## src/rtl/vdp_pkg.sv

```systemverilog
// Shared definitions for the vdp register loader: register names, the boot table,
// loader state encoding and table lookup helpers.
package vdp_pkg;

    localparam logic [7:0] VDP_R02 = 8'h02;
    localparam logic [7:0] VDP_R03 = 8'h03;
    localparam logic [7:0] VDP_R04 = 8'h04;
    localparam logic [7:0] VDP_R05 = 8'h05;
    localparam logic [7:0] VDP_R06 = 8'h06;
    localparam logic [7:0] VDP_R07 = 8'h07;
    localparam logic [7:0] VDP_R08 = 8'h08;
    localparam logic [7:0] VDP_R09 = 8'h09;
    localparam logic [7:0] VDP_R0A = 8'h0A;
    localparam logic [7:0] VDP_R0B = 8'h0B;
    localparam logic [7:0] VDP_R0C = 8'h0C;

    typedef struct packed {
        logic [7:0] index;
        logic [7:0] value;
    } vdp_init_entry_t;

    localparam int VDP_INIT_LEN  = 11;
    localparam int VDP_TBL_IDX_W = 5;

    localparam vdp_init_entry_t [0:VDP_INIT_LEN-1] VDP_INIT_TABLE = '{
        '{VDP_R04, 8'h4F}, '{VDP_R05, 8'h15}, '{VDP_R06, 8'h01}, '{VDP_R07, 8'h3B},
        '{VDP_R08, 8'h27}, '{VDP_R09, 8'h00}, '{VDP_R0A, 8'h35}, '{VDP_R0B, 8'h00},
        '{VDP_R0C, 8'h20}, '{VDP_R02, 8'h00}, '{VDP_R03, 8'h20}
    };

    localparam logic [2:0] ST_IDLE       = 3'd0;
    localparam logic [2:0] ST_IDX        = 3'd1;
    localparam logic [2:0] ST_IDX_GAP    = 3'd2;
    localparam logic [2:0] ST_VAL        = 3'd3;
    localparam logic [2:0] ST_VAL_GAP    = 3'd4;
    localparam logic [2:0] ST_REPLAY     = 3'd5;
    localparam logic [2:0] ST_REPLAY_GAP = 3'd6;

    // Entries past the end of the boot table read as zero.
    function automatic vdp_init_entry_t vdp_table_entry(input logic [VDP_TBL_IDX_W-1:0] i);
        vdp_init_entry_t e;
        e = '0;
        for (int k = 0; k < VDP_INIT_LEN; k++) begin
            if (i == VDP_TBL_IDX_W'(k)) e = VDP_INIT_TABLE[k];
        end
        return e;
    endfunction

    function automatic logic [7:0] vdp_table_index(input logic [VDP_TBL_IDX_W-1:0] i);
        vdp_init_entry_t e;
        e = vdp_table_entry(i);
        return e.index;
    endfunction

    function automatic logic [7:0] vdp_table_value(input logic [VDP_TBL_IDX_W-1:0] i);
        vdp_init_entry_t e;
        e = vdp_table_entry(i);
        return e.value;
    endfunction

endpackage

```

## src/rtl/vdp_strobe_timer.sv

```systemverilog
// Loadable down-counter; expired is high on the last cycle of a strobe or gap phase.
module vdp_strobe_timer #(
    parameter int CNT_W = 3
) (
    input  logic             clk,
    input  logic             reset,
    input  logic             load,
    input  logic [CNT_W-1:0] load_val,
    output logic             expired
);

    logic [CNT_W-1:0] cnt;

    always_ff @(posedge clk) begin
        if (reset) begin
            cnt <= '0;
        end else if (load) begin
            cnt <= load_val;
        end else if (cnt != '0) begin
            cnt <= cnt - 1'b1;
        end
    end

    assign expired = (cnt == '0);

endmodule

```

## src/rtl/vdp_reg_loader.sv

```systemverilog
// Boot/reconfigure sequencer owning the vdp register port: walks the init table with
// stretched index/value strobes, passes CPU traffic through when idle.
module vdp_reg_loader
    import vdp_pkg::*;
#(
    parameter int NUM_ENTRIES = 11,
    parameter int STROBE_LEN  = 4,
    parameter int GAP_LEN     = 4,
    parameter bit AUTO_START  = 1'b1
) (
    input  logic       clk,
    input  logic       reset,
    input  logic       start,
    output logic       busy,
    output logic       done,
    output logic       overflow,
    input  logic [1:0] cpu_mode,
    input  logic       cpu_read,
    input  logic       cpu_write,
    input  logic [7:0] cpu_data_in,
    output logic       cpu_wait,
    output logic [1:0] vdp_mode,
    output logic       vdp_read,
    output logic       vdp_write,
    output logic [7:0] vdp_data_in
);

    localparam int PTR_W     = (NUM_ENTRIES > 1) ? $clog2(NUM_ENTRIES) : 1;
    localparam int PHASE_MAX = (STROBE_LEN > GAP_LEN) ? STROBE_LEN : GAP_LEN;
    localparam int CNT_W     = $clog2(PHASE_MAX) + 1;

    localparam logic [PTR_W-1:0] LAST_PTR    = PTR_W'(NUM_ENTRIES - 1);
    localparam logic [CNT_W-1:0] STROBE_LOAD = CNT_W'(STROBE_LEN - 1);
    localparam logic [CNT_W-1:0] GAP_LOAD    = CNT_W'(GAP_LEN - 1);

    logic [2:0]       state;
    logic [PTR_W-1:0] ptr;
    logic [PTR_W-1:0] ptr_nx;
    logic             pend_valid;
    logic [1:0]       pend_mode;
    logic [7:0]       pend_data;
    logic             auto_pend;
    logic             go;
    logic             own;
    logic             expired;
    logic             timer_load;
    logic [CNT_W-1:0] timer_val;
    logic [7:0]       first_index;
    logic [7:0]       cur_value;
    logic [7:0]       nxt_index;

    // Handshake: the CPU may issue a read/write only while cpu_wait is low; an access
    // made with cpu_wait high is either captured into the one-deep buffer or dropped
    // with overflow set, never forwarded to the vdp directly.
    assign cpu_wait = busy | pend_valid;

    always_comb begin
        go          = (state == ST_IDLE) && (start || auto_pend);
        own         = (state != ST_IDLE) || go || pend_valid;
        ptr_nx      = ptr + 1'b1;
        first_index = vdp_table_index('0);
        cur_value   = vdp_table_value(VDP_TBL_IDX_W'(ptr));
        nxt_index   = vdp_table_index(VDP_TBL_IDX_W'(ptr_nx));
        timer_val   = ((state == ST_IDX) || (state == ST_VAL) || (state == ST_REPLAY))
                      ? GAP_LOAD : STROBE_LOAD;
        timer_load  = (state == ST_IDLE) ? (go || pend_valid) : expired;
    end

    vdp_strobe_timer #(
        .CNT_W(CNT_W)
    ) u_timer (
        .clk      (clk),
        .reset    (reset),
        .load     (timer_load),
        .load_val (timer_val),
        .expired  (expired)
    );

    always_ff @(posedge clk) begin
        if (reset) begin
            state       <= ST_IDLE;
            ptr         <= '0;
            pend_valid  <= 1'b0;
            pend_mode   <= '0;
            pend_data   <= '0;
            auto_pend   <= AUTO_START;
            busy        <= 1'b0;
            done        <= 1'b0;
            overflow    <= 1'b0;
            vdp_mode    <= '0;
            vdp_read    <= 1'b0;
            vdp_write   <= 1'b0;
            vdp_data_in <= '0;
        end else begin
            case (state)
                ST_IDLE: begin
                    if (go) begin
                        state       <= ST_IDX;
                        ptr         <= '0;
                        auto_pend   <= 1'b0;
                        busy        <= 1'b1;
                        done        <= 1'b0;
                        overflow    <= 1'b0;
                        vdp_mode    <= 2'd0;
                        vdp_data_in <= first_index;
                        vdp_read    <= 1'b0;
                        vdp_write   <= 1'b1;
                    end else if (pend_valid) begin
                        state       <= ST_REPLAY;
                        vdp_mode    <= pend_mode;
                        vdp_data_in <= pend_data;
                        vdp_read    <= 1'b0;
                        vdp_write   <= 1'b1;
                    end else begin
                        vdp_mode    <= cpu_mode;
                        vdp_data_in <= cpu_data_in;
                        vdp_read    <= cpu_read;
                        vdp_write   <= cpu_write;
                    end
                end
                ST_IDX: begin
                    if (expired) begin
                        state     <= ST_IDX_GAP;
                        vdp_write <= 1'b0;
                    end
                end
                ST_IDX_GAP: begin
                    if (expired) begin
                        state       <= ST_VAL;
                        vdp_mode    <= 2'd1;
                        vdp_data_in <= cur_value;
                        vdp_write   <= 1'b1;
                    end
                end
                ST_VAL: begin
                    if (expired) begin
                        state     <= ST_VAL_GAP;
                        vdp_write <= 1'b0;
                    end
                end
                ST_VAL_GAP: begin
                    if (expired) begin
                        if (ptr != LAST_PTR) begin
                            ptr         <= ptr_nx;
                            state       <= ST_IDX;
                            vdp_mode    <= 2'd0;
                            vdp_data_in <= nxt_index;
                            vdp_write   <= 1'b1;
                        end else begin
                            done <= 1'b1;
                            busy <= 1'b0;
                            if (pend_valid) begin
                                state       <= ST_REPLAY;
                                vdp_mode    <= pend_mode;
                                vdp_data_in <= pend_data;
                                vdp_write   <= 1'b1;
                            end else begin
                                state     <= ST_IDLE;
                                vdp_write <= 1'b0;
                            end
                        end
                    end
                end
                ST_REPLAY: begin
                    if (expired) begin
                        state     <= ST_REPLAY_GAP;
                        vdp_write <= 1'b0;
                    end
                end
                ST_REPLAY_GAP: begin
                    if (expired) begin
                        state      <= ST_IDLE;
                        pend_valid <= 1'b0;
                    end
                end
                default: state <= ST_IDLE;
            endcase

            // Placed after the FSM so an access in a start cycle still sets overflow.
            if (own) begin
                if (cpu_write) begin
                    if (!pend_valid) begin
                        pend_valid <= 1'b1;
                        pend_mode  <= cpu_mode;
                        pend_data  <= cpu_data_in;
                    end else begin
                        overflow <= 1'b1;
                    end
                end
                if (cpu_read) overflow <= 1'b1;
            end
        end
    end

endmodule

```

## config.mk

```make
export PLATFORM = sky130hd
export DESIGN_NAME = vdp_reg_loader
export DESIGN_NICKNAME = d
export VERILOG_FILES = /design/src/rtl/vdp_pkg.sv /design/src/rtl/vdp_strobe_timer.sv /design/src/rtl/vdp_reg_loader.sv
export SDC_FILE = /design/constraint.sdc
export NUM_CORES = 1
export LEC_CHECK = 0
export CAP_MARGIN = 30
export CORE_MARGIN = 2
export CORE_UTILIZATION = 45
export DETAILED_ROUTE_END_ITERATION = 7
export HOLD_SLACK_MARGIN = 0.12
export MAX_ROUTING_LAYER = met4
export PLACE_DENSITY_LB_ADDON = 0.08
export SLEW_MARGIN = 5
export SYNTH_ARGS = -nofsm -noshare
export SYNTH_HDL_FRONTEND = slang
export SYNTH_HIERARCHICAL = 1
export SYNTH_SLANG_ARGS = --single-unit
export TNS_END_PERCENT = 50
```

## constraint.sdc

```tcl
create_clock -name clk -period 2.3 [get_ports clk]
set_input_delay 0.575 -clock clk [delete_from_list [all_inputs] [get_ports clk]]
set_output_delay 0.575 -clock clk [all_outputs]
set_load 0.01 [all_outputs]
```

==> impl_summary.md, run 1 <==
Cells and area
Summing all non-filler instances in the final layout gives an area of 3020 sq um. The final-layout fill cell count is 497. The count of nets after finishing is 361. The area taken by flip-flops and latches is 741 sq um.

The number of diodes is 0. The area added between synthesis and finish is 25.0%. Of the cells placed in the final design, the portion with a size suffix greater than 1 is 15.7%. In the final layout, the multi-input gates occupy 1520 sq um.

GRT
The global-route layer with the greatest usage is met2. The number of global-route vias before repair is 2069. The first global-routing pass estimated 10300 um of wire. The fraction of met1 tracks used by global routing is 29.8%. The global-route met2 utilization is 32.9%. The maximum number of pins on one net before global-route repair is 19. After global routing the overflow that remains totals 0.

The number of antenna violations at the first check in global routing came to 0. Global routing used 21.8% of the available tracks. Global routing used 5.65% of the available met3 tracks.

Synth
The number of enable-type register cells in the synthesized netlist is 0. Summing the areas of all fa, ha and maj instances in the mapped netlist gives 4.66% of the synthesized area. After Yosys synthesis, XOR and XNOR cells account for 1.09% of the synthesized area. The area share of and/or/nand/nor cells after synthesis is 24.4%. The mux contribution to synthesized area is 7.20%. The prevailing post-synth register cell is sky130_fd_sc_hd__dfxtp_1. The async set-reset flop share out of synthesis is 0%. The combinational family with the most area after synthesis is compound AO/OA/AOI/OAI gates.

Summing the areas of all compound-gate instances in the mapped netlist gives 24.9% of the synthesized area. In the synthesized netlist, the number of instances is 292. The synthesized area per cell is 8.27 sq um. The Yosys step of the flow raised 6 warnings.

After synthesis the netlist holds a flip-flop and latch count of 37. The synthesized netlist contains 65 unique library cells. The synthesized netlist occupies a cell area of 2420 sq um. The share of the yosys chip area belonging to registers is 30.7%.

Hold path
The path class of the lowest-slack min-delay path is register to register. The beginning of the worst hold path is auto_pend$_SDFFE_PP1P_.

Clock tree
The H-tree generated during clock tree synthesis spans 2 levels. The clock buffer count from CTS is 5. The later-pin clock latency in the skew report is 290 ps. After clock tree synthesis, the clock-pin slew on the worst setup and hold paths is 70 ps. No sink is reached through more buffers than the 2 on the longest clock path. The number of hold buffers added after CTS was 0. Clock tree synthesis found a total of 37 sinks. TritonCTS built the clock tree. The cell sitting at the root of the clock tree is a sky130_fd_sc_hd__clkbuf_8.

Critical path
The startpoint of the most critical setup path is pend_valid$_SDFF_PP0_. The endpoint kind of the worst setup timing path is a primary output. In this run the worst path has a maximum fanout of 7. The worst setup path is launched from a register. The worst-case register-to-register setup slack is 220 ps.

The startpoint identified for the worst register-to-register timing path is ptr[1]$_SDFFE_PP0P_. The worst setup path is of the register to primary output kind. The data required time of the worst path is 1730 ps. The endpoint arrival time on the critical path is 1540 ps.

Power
In this run the static leakage power is 1.20 nW. The ratio of total power to cell area is 1090 nW/um^2. The peak supply drop is 0.000855 V.

After layout, the design draws a total of 3.30 mW.

Routing
The final wirelength is 6040 um. The first routing iteration left 196 violations. Before antenna repair, the detailed router went through 6 iterations. After detailed routing, the number of remaining DRC violations is 0. The vias per cell is 5.56. The final route contains 2268 vias.

The average routed wire per standard cell is 14.8 um. The number of nets still failing antenna checks after routing is 0.

Timing
The final-layout worst hold slack is 479 ps. Across the routed clock network, the largest skew measured is 6.12 ps. Setup repair after global routing left no endpoint under its margin. The hold violation count in the final report is 0. After layout, the minimum clock period comes to 2120 ps. The setup total negative slack is 0 ps.

Headroom to the max-slew limit came out at 62.7%. The upper clock frequency limit is 0.472 GHz. The final number of setup-violating endpoints is 0.

The max-slew violation total from the final report is 0. For the pin with the worst max-slew slack, the measured transition is 558 ps. The final cycle utilization of the critical path is 92.1%.

Run
Max-cap violations in this run came to 0.

Place
The HPWL after detailed placement is 4610 um. The post-place instance area is 2920 sq um. At the end of routability-driven placement, the weighted congestion stood at 0.869. Buffers placed on the I/O ports in this run total 30.

Floorplan
The initial core utilization is 47.0%. Row generation in the floorplan step produced 26 rows. The die extent in y is 77.3 um. In this run the count of I/O pins placed on the die edge is 31. The width of the chip is 77.3 um. The die covers 5970 sq um.

The core region is 5140 sq um.

Status
The run finished with clean final reports.
-- stage by stage --
stage	std cells	setup slack, ps	utilization [%]
after detailed placement	399	-196	56.8
after global routing	408	9.87	58.7
after global placement	399	-190	56.8
final	408	182	58.7
after CTS	407	101	58.4
after floorplan	293	343	-
-- registers in the layout, indices dropped and copies added, names as in the netlist --
name / flops
ptr: 4
vdp_mode: 2
vdp_write: 1
overflow: 1
busy: 1
state: 3
vdp_read: 1
pend_valid: 1
pend_mode: 2
auto_pend: 1
vdp_data_in: 8
done: 1
pend_data: 8
u_timer/cnt: 3
-- power by group --
group | switching, mW | internal (mW)
combinational | 1.01 | 0.901
sequential | 0.130 | 0.819
clock | 0.235 | 0.210
-- layout by cell type (no fill, tap or decap), types with 6 or more instances in the layout --
master / instances
sky130_fd_sc_hd__a211oi_1: 8
sky130_fd_sc_hd__a21oi_1: 26
sky130_fd_sc_hd__buf_4: 25
sky130_fd_sc_hd__clkdlybuf4s50_1: 30
sky130_fd_sc_hd__dfxtp_1: 37
sky130_fd_sc_hd__ha_1: 9
sky130_fd_sc_hd__inv_1: 12
sky130_fd_sc_hd__mux2i_1: 14
sky130_fd_sc_hd__nand2_1: 11
sky130_fd_sc_hd__nand2b_1: 6
sky130_fd_sc_hd__nor2_1: 39
sky130_fd_sc_hd__nor2b_1: 8
sky130_fd_sc_hd__o21ai_0: 12
-- cell usage after synthesis, drive strengths merged (4+ instances only) --
| cell | number | area [sq um] |
|---|---|---|
| nor2 | 40 | 166 |
| dfxtp | 37 | 741 |
| a21oi | 28 | 144 |
| mux2i | 14 | 140 |
| o21ai | 14 | 70.1 |
| inv | 12 | 45.0 |
| clkbuf | 11 | 42.5 |
| nand2 | 11 | 41.3 |
| buf | 10 | 76.3 |
| ha | 9 | 113 |
| a211oi | 8 | 60.1 |
| nor2b | 8 | 50.1 |
| nor3 | 7 | 51.3 |
| a2111oi | 6 | 67.6 |
| nand2b | 6 | 37.5 |
| a221oi | 5 | 43.8 |
| nand3 | 5 | 25.0 |
| nor3b | 4 | 40.0 |
| or3 | 4 | 25.0 |
-- worst max-delay path, cell delays in order, from the launching register on --
cell and delay, ps:
sky130_fd_sc_hd__dfxtp_1 530, sky130_fd_sc_hd__or2_2 180, sky130_fd_sc_hd__clkdlybuf4s50_1 530
-- logic make-up after synthesis --
logic type	after synthesis
compound gates	87
xor+xnor	3
fa+ha+maj	9
buf+inv	33
flops	37
mux	17
other cells	2
simple gates	104
-- metal layers --
metal	part of all wire, %	vias up	routed length, um
li1	-	1148	-
met1	50	1051	3000
met2	44	62	2650
met3	5.7	7	343
met4	0.70	0	42
met5	0	-	0
-- timing repair --
action | 4_1_cts | 5_1_grt
resized for setup | 0 | 1
setup buffers | 0 | 0
setup endpoints to repair | 0 | 2
-- layout make-up --
type                            instances  area share, %
Clock inverter                          2          0.332
Timing Repair Buffer                   58           17.9
Sequential cell                        37           24.5
Tap cell                               70           2.90
Multi-Input combinational cell        223           50.5
Inverter                               12           1.49
Clock buffer                            6           2.40
-- worst paths after layout --
path | end | depth (start not counted)
min | auto_pend$_SDFFE_PP1P_ | 1
max | cpu_wait | 2
max reg2reg | vdp_data_in[5]$_SDFFE_PP0P_ | 7
min reg2reg | auto_pend$_SDFFE_PP1P_ | 1
(Power assumes the default switching activity.)
==> run 2: changes to the inputs <==
- SETUP_SLACK_MARGIN: unset -> 0.02
- clock period: 2.3 -> 2.7 ns (I/O delays scaled with it)
==> run 2 against run 1 <==
Cell count decreased by 3.2%. Clock power decreased by 11%. Cell area decreased by 3.4%. Sequential power decreased by 14%. Die area unchanged. Critical endpoint unchanged. Largest cell class unchanged. Highest routed layer unchanged.
==> impl_summary.md, run 2 (synthesis gave the netlist of run 1 again) <==
Status
The flow ran to the end, and the final reports show no timing, DRC or antenna violations.

Critical path
The endpoint identified for the worst register-to-register timing path is u_timer/cnt[0]$_SDFFE_PP0P_. The dominant delay contributor by cell family on the critical path is flip-flops. Walking the worst path, the cells encountered are or2_2 -> clkdlybuf4s50_1. The stage delay of the slowest cell on the critical path was 670 ps (+140 ps). The maximum fanout count along the critical path is 12 (+5). The endpoint arrival time on the critical path was 1690 ps (+150 ps). For this design, the slowest cell found on the critical path is sky130_fd_sc_hd__dfxtp_1. The worst setup path is of the register to primary output kind. The nature of the critical path startpoint is a register. The length in cells of the worst reg-to-reg path was 8 (+1). The worst register-to-register path begins at u_timer/cnt[0]$_SDFFE_PP0P_.

The worst setup path endpoint is cpu_wait. The instance count on the critical path is 2 (unchanged). The worst-case register-to-register setup slack came to 460 ps (+240 ps). The data required time of the worst path was 2030 ps (+300 ps). STA classifies the critical path endpoint as a primary output.

The sum of buffers and inverters on the critical path is 1 (unchanged). The critical path starts at pend_valid$_SDFF_PP0_.

Power
The proportion of power drawn by flip-flops and latches is 29.6% (+0.8 points). The overall power of the completed layout is 2.76 mW (-16%). The reported net switching power is 1.15 mW (-16%).

The combinational power share was 56.1% (-1.7 points). The cell internal power dissipation is 1.61 mW (-17%). The ratio of total power to cell area was 947 nW/um^2 (-13%).

The leakage power is 1.14 nW (-5.6%). The peak supply drop is 0.000528 V (-38%). The net switching share of the total power is 41.8% (+0.30 points).

The part of the power in the clock network is 14.4% (+0.9 points).

Clock tree
The total number of clock tree sinks came to 37 (unchanged). The clock buffer count from CTS is 5 (unchanged). The clock tree from TritonCTS is built. The cell chosen for the clock root is sky130_fd_sc_hd__clkbuf_8.

The later-pin clock latency in the skew report is 290 ps (about the same). The clock transition at the register clock pins on the worst setup and hold paths after CTS is 70 ps (about the same). The buffer levels on the longest clock path is 2 (unchanged). The CTS H-tree depth is 2 (unchanged). The post-CTS setup buffer count came to 0 (unchanged). The quantity of hold-fixing buffers added after cts is 0 (unchanged).

The number of gates given a new drive strength after cts is 0 (unchanged).

Cells and area
The share of final-layout standard cells stronger than drive strength 1 came to 12.0% (-3.7 points). The final-layout fill cell count is 546 (+9.9%). The number of diodes is 0 (unchanged). The count of nets after finishing is 349 (-3.3%). The most common library cell in the layout ignoring fill and taps is sky130_fd_sc_hd__nor2_1. The largest registers in the layout are pend_data: 8 flops, vdp_data_in: 8 flops, ptr: 4 flops. Leaving out fill and tap cells, the most frequent cells in the layout are sky130_fd_sc_hd__nor2_1 (39), sky130_fd_sc_hd__dfxtp_1 (37), sky130_fd_sc_hd__clkdlybuf4s50_1 (30). The utilization of the core after routing is 56.7% (-2.0 points). Compared with the post-synthesis result, the final layout area differs by 20.7%.

Floorplan
The standard cell core area is 5140 sq um (unchanged). The boundary pin count was 31 (unchanged). The die footprint is 5970 sq um (unchanged). The die extent in y is 77.3 um (unchanged).

The width of the chip is 77.3 um (unchanged). The number of placement rows is 26 (unchanged). The initial core utilization is 47.0% (unchanged).

Timing
Setup repair after global routing left no endpoint under its margin. The setup total negative slack came to 0 ps (unchanged). The worst path needs 2370 ps of the cycle, external delays included.

The worst setup skew after layout is 7.63 ps (+1.51 ps). The final cycle utilization of the critical path is 87.7%. The worst slew margin relative to its limit was 63.2% (+0.54 points). The final number of setup-violating endpoints was 0 (unchanged). The max-slew violation total from the final report was 0 (unchanged). Based on the critical path, the design can be clocked at up to 0.422 GHz. The hold violation count in the final report is 0 (unchanged). The slew at the pin with the worst max-slew slack is 551 ps (-7.07 ps).

Routing
The average routed wire per standard cell is 15.5 um (+4.9%). The DRC violation count after routing is 0 (unchanged). The detailed-route via count was 2190 (-3.4%). The first-pass iteration count of the detailed router came to 4 (-2). The number of nets still failing antenna checks after routing is 0 (unchanged). The final wirelength is 6130 um (+1.5%).

The vias per cell is 5.54 (-0.26%). The number of DRC markers after the initial detailed-route iteration is 128 (-35%).

GRT
The number of antenna violations at the first check in global routing was 0 (unchanged). The global-route wire length before repair was 10200 um (-0.20%). The maximum number of pins on one net before global-route repair is 24 (+5). The final global-route overflow total was 0 (unchanged). The overall fraction of global-route tracks in use was 21.9% (+0.082 points). The number of global-route vias before repair is 2083 (+0.68%).

Place
The number of port buffers is 30 (unchanged). The post-detailed-placement half-perimeter wirelength is 4530 um (-1.8%). The placer congestion estimate is 0.854 (-1.7%).

Hold path
The worst hold path belongs to the class register to register.

Run
The count of maximum capacitance violations is 0 (unchanged).
run 2: cell types whose count changed in the layout (fill, tap and decap cells not counted):
cell | previous run | this run
sky130_fd_sc_hd__clkbuf_8 | 5 | 6
sky130_fd_sc_hd__a21oi_2 | 2 | 1
sky130_fd_sc_hd__a21oi_1 | 26 | 27
sky130_fd_sc_hd__buf_12 | 2 | 1
sky130_fd_sc_hd__buf_4 | 25 | 14
sky130_fd_sc_hd__clkinv_2 | 2 | 0
run 2: tightest hold or removal path, cell delays in order, from the launching register on:
cell and delay, ps:
sky130_fd_sc_hd__dfxtp_1 330, sky130_fd_sc_hd__inv_1 50, sky130_fd_sc_hd__a211oi_1 50
run 2: per-layer routing:
metal,GRT usage (%),up-vias,share of wire (%)
li1,-,1128,-
met1,29.4,1004,51
met2,33.5,49,44
met3,2.94,9,3.7
met4,8.21,0,1.8
met5,-,-,0
run 2: power groups by stage:
stage / logic, mW / clock network [mW] / registers (mW)
floorplan: 1.03 / 0 / 0.827
global placement: 1.52 / 0 / 0.823
detailed placement: 1.53 / 0 / 0.825
CTS: 1.54 / 0.411 / 0.816
global route: 1.71 / 0.428 / 0.838
finish: 1.55 / 0.397 / 0.817
run 2: final cells by class:
cell class	count	area (sq um)	share of cell area, %
timing repair buffer	46	437	15.0
multi-input combinational	223	1520	52.1
inverter	12	45.0	1.54
clock buffer	7	86.3	2.96
tap	70	87.6	3.00
sequential	37	741	25.4
run 2: worst min path at each step:
stage / from / to / depth (start not counted)
floorplan: auto_pend$_SDFFE_PP1P_ / auto_pend$_SDFFE_PP1P_ / 1
global placement: done$_SDFFE_PP0P_ / done$_SDFFE_PP0P_ / 2
detailed placement: done$_SDFFE_PP0P_ / done$_SDFFE_PP0P_ / 2
CTS: done$_SDFFE_PP0P_ / done$_SDFFE_PP0P_ / 2
global route: done$_SDFFE_PP0P_ / done$_SDFFE_PP0P_ / 2
finish: done$_SDFFE_PP0P_ / done$_SDFFE_PP0P_ / 2
run 2: stage by stage:
stage	hold slack (ps)	worst slack, ps	cells	area, sq um
after floorplan	442	743	293	2420
after global placement	466	57.5	387	2820
after detailed placement	471	17.9	387	2820
after CTS	484	322	394	2910
after global routing	510	191	395	2920
final	479	332	395	2920
==> run 3: changes to the inputs <==
- CORE_MARGIN: 2 -> 5
- SKIP_CTS_REPAIR_TIMING: unset -> 1
==> run 3 against run 2 <==
Worst hold slack improved by 0.91 ps. Worst setup slack improved by 170 ps. Clock power is 3% higher. Routed wire length rose by 0.21%. Highest routed layer unchanged. Critical path depth is 5 higher. Cell area shrank 0.82%. First-iteration DRC count grew 12%. Flip-flop and latch count is the same. Critical path type is now primary input to register. Sequential power up 2%. Power fell by 1.3%.
==> impl_summary.md, run 3 (synthesis gave the netlist of run 1 again) <==
Status
The flow ran to the end, and the final reports show no timing, DRC or antenna violations.

Critical path
The data required time of the worst path is 2890 ps (+860 ps). Walking the worst path, the cells encountered are clkdlybuf4s50_1 -> or2_2 -> nor3_4 -> buf_4 -> a21oi_1 -> nor2b_1 -> a2111oi_1. By startpoint and endpoint, the worst setup path is classified as primary input to register. The endpoint kind of the worst setup timing path is a register. The slowest stage cell on the critical path is sky130_fd_sc_hd__clkdlybuf4s50_1. The length in cells of the worst reg-to-reg path was 10 (+2). The stage delay of the slowest cell on the critical path is 470 ps (-200 ps). The maximum fanout count along the critical path is 8 (-4). STA classifies the critical path startpoint as a primary input. The endpoint arrival time on the critical path came to 2390 ps (+700 ps).

GRT
The number of antenna violations at the first check in global routing is 0 (unchanged). The maximum number of pins on one net before global-route repair is 39 (+63%). The number of global-route vias before repair is 2103 (+0.96%). The global-route wire length before repair is 10300 um (+0.14%). The overall fraction of global-route tracks in use is 18.5% (-3.4 points).

The final global-route overflow total is 0 (unchanged).

Cells and area
The number of diodes was 0 (unchanged). The most common library cell in the layout ignoring fill and taps is sky130_fd_sc_hd__nor2_1. The library cells used most frequently in the layout, excluding fill and tap cells, are sky130_fd_sc_hd__nor2_1 (39), sky130_fd_sc_hd__dfxtp_1 (37), sky130_fd_sc_hd__clkdlybuf4s50_1 (30). The count of nets after finishing was 345 (-1.1%).

The final-layout fill cell count was 495 (-9.3%). The share of final-layout standard cells stronger than drive strength 1 came to 11.5% (-0.51 points). The area added between synthesis and finish is 19.7%. In the final layout, the registers with the most flip-flops are pend_data: 8 flops, vdp_data_in: 8 flops, ptr: 4 flops.

Clock tree
The clock transition at the register clock pins on the worst setup and hold paths after CTS is 80 ps (about the same). The CTS H-tree depth was 2 (unchanged). The buffer levels on the longest clock path is 2 (unchanged). The cell sitting at the root of the clock tree is a sky130_fd_sc_hd__clkbuf_8. The clock buffer count from CTS is 5 (unchanged). The total number of clock tree sinks is 37 (unchanged). The later-pin clock latency in the skew report is 300 ps (about the same). TritonCTS built the clock tree.

Floorplan
The number of placement rows was 26 (unchanged). The initial core utilization is 46.7% (-0.30 points). The boundary pin count is 31 (unchanged).

The die extent in y was 83.3 um (+7.8%). The standard cell core area is 5170 sq um (+0.63%). The die footprint is 6930 sq um (+16%). The width of the chip came to 83.3 um (+7.8%).

Timing
The slew at the pin with the worst max-slew slack is 492 ps (-59.4 ps). The final number of setup-violating endpoints was 0 (unchanged). Setup repair after global routing left no endpoint under its margin.

The setup total negative slack is 0 ps (unchanged). The worst setup skew after layout was 7.58 ps (-0.0492 ps). The hold violation count in the final report is 0 (unchanged). The clock period minus worst slack is 2200 ps (-167 ps).

The worst slew margin relative to its limit is 67.0% (+3.8 points). The max-slew violation total from the final report was 0 (unchanged). The upper clock frequency limit was 0.454 GHz (+7.6%). The final cycle utilization of the critical path is 81.5% (-6.2 points).

Routing
The final wirelength is 6140 um (+0.21%). The number of DRC markers after the initial detailed-route iteration was 143 (+12%). The DRC violation count after routing was 0 (unchanged).

The detailed-route via count was 2171 (-0.87%). The average routed wire per standard cell is 15.7 um (+0.98%). The vias per cell is 5.54 (-0.11%). The first-pass iteration count of the detailed router is 4 (unchanged). The number of nets still failing antenna checks after routing is 0 (unchanged).

Power
The peak supply drop is 0.000511 V (-3.2%). The ratio of total power to cell area is 943 nW/um^2 (-0.44%). The leakage power is 1.12 nW (-1.5%).

The overall power of the completed layout is 2.73 mW (-1.3%).

Hold path
The worst hold path stage count is 1 (-1). The path class of the lowest-slack min-delay path is register to register.

Place
The placer congestion estimate is 0.885 (+3.6%). The post-detailed-placement half-perimeter wirelength is 4420 um (-2.5%). The number of port buffers is 30 (unchanged).

Run
The count of maximum capacitance violations is 0 (unchanged).
-- run 3: changes by cell type in the layout (fill, tap and decap cells not counted) --
cell,delta
sky130_fd_sc_hd__clkbuf_1,-1
sky130_fd_sc_hd__inv_6,+1
sky130_fd_sc_hd__clkinv_2,+1
sky130_fd_sc_hd__buf_6,-1
sky130_fd_sc_hd__buf_4,-4
sky130_fd_sc_hd__clkinvlp_4,+1
-- run 3: final timing paths --
| path | start | endpoint | slack (ps) |
|---|---|---|---|
| min reg2reg | auto_pend$_SDFFE_PP1P_ | auto_pend$_SDFFE_PP1P_ | 480 |
| max | start | u_timer/cnt[0]$_SDFFE_PP0P_ | 500 |
| max reg2reg | u_timer/cnt[0]$_SDFFE_PP0P_ | vdp_data_in[0]$_SDFFE_PP0P_ | 500 |
| min | auto_pend$_SDFFE_PP1P_ | auto_pend$_SDFFE_PP1P_ | 480 |
-- run 3: area by class of cell --
type	instances	area [sq um]	share of cell area, %
Clock inverter	3	21.3	0.735
Timing Repair Buffer	42	409	14.1
Inverter	12	45.0	1.56
Multi-Input combinational cell	223	1520	52.6
Clock buffer	5	68.8	2.38
Sequential cell	37	741	25.6
Tap cell	70	87.6	3.03
-- run 3: metal layers --
layer	vias up	GRT usage, %	part of all wire, %	wire length [um]
li1	1112	-	-	-
met1	1002	22.8	46	2800
met2	47	30.0	49	3000
met3	10	4.16	4.2	256
met4	0	6.09	1.4	87
met5	-	-	0	0
-- run 3: where the power goes --
| group | switching [mW] | internal [mW] |
|---|---|---|
| Clock | 0.224 | 0.183 |
| Combinational | 0.815 | 0.672 |
| Sequential | 0.134 | 0.698 |
| Total | 1.17 | 1.55 |
-- run 3: stage by stage --
stage	utilization [%]	area, sq um	instances	hold slack [ps]	setup WS (ps)
after floorplan	-	2420	293	442	743
after global placement	53.9	2790	383	456	116
after detailed placement	53.9	2790	383	457	60.6
after CTS	55.7	2880	391	478	386
after global routing	55.9	2890	392	506	263
final	55.9	2890	392	480	498
-- run 3: worst max-delay path: cells and delay by family --
kind,cells,cell delay (ps)
AO/OA/AOI/OAI,2,780
buffers and inverters,2,630
AND/OR/NAND/NOR,3,310
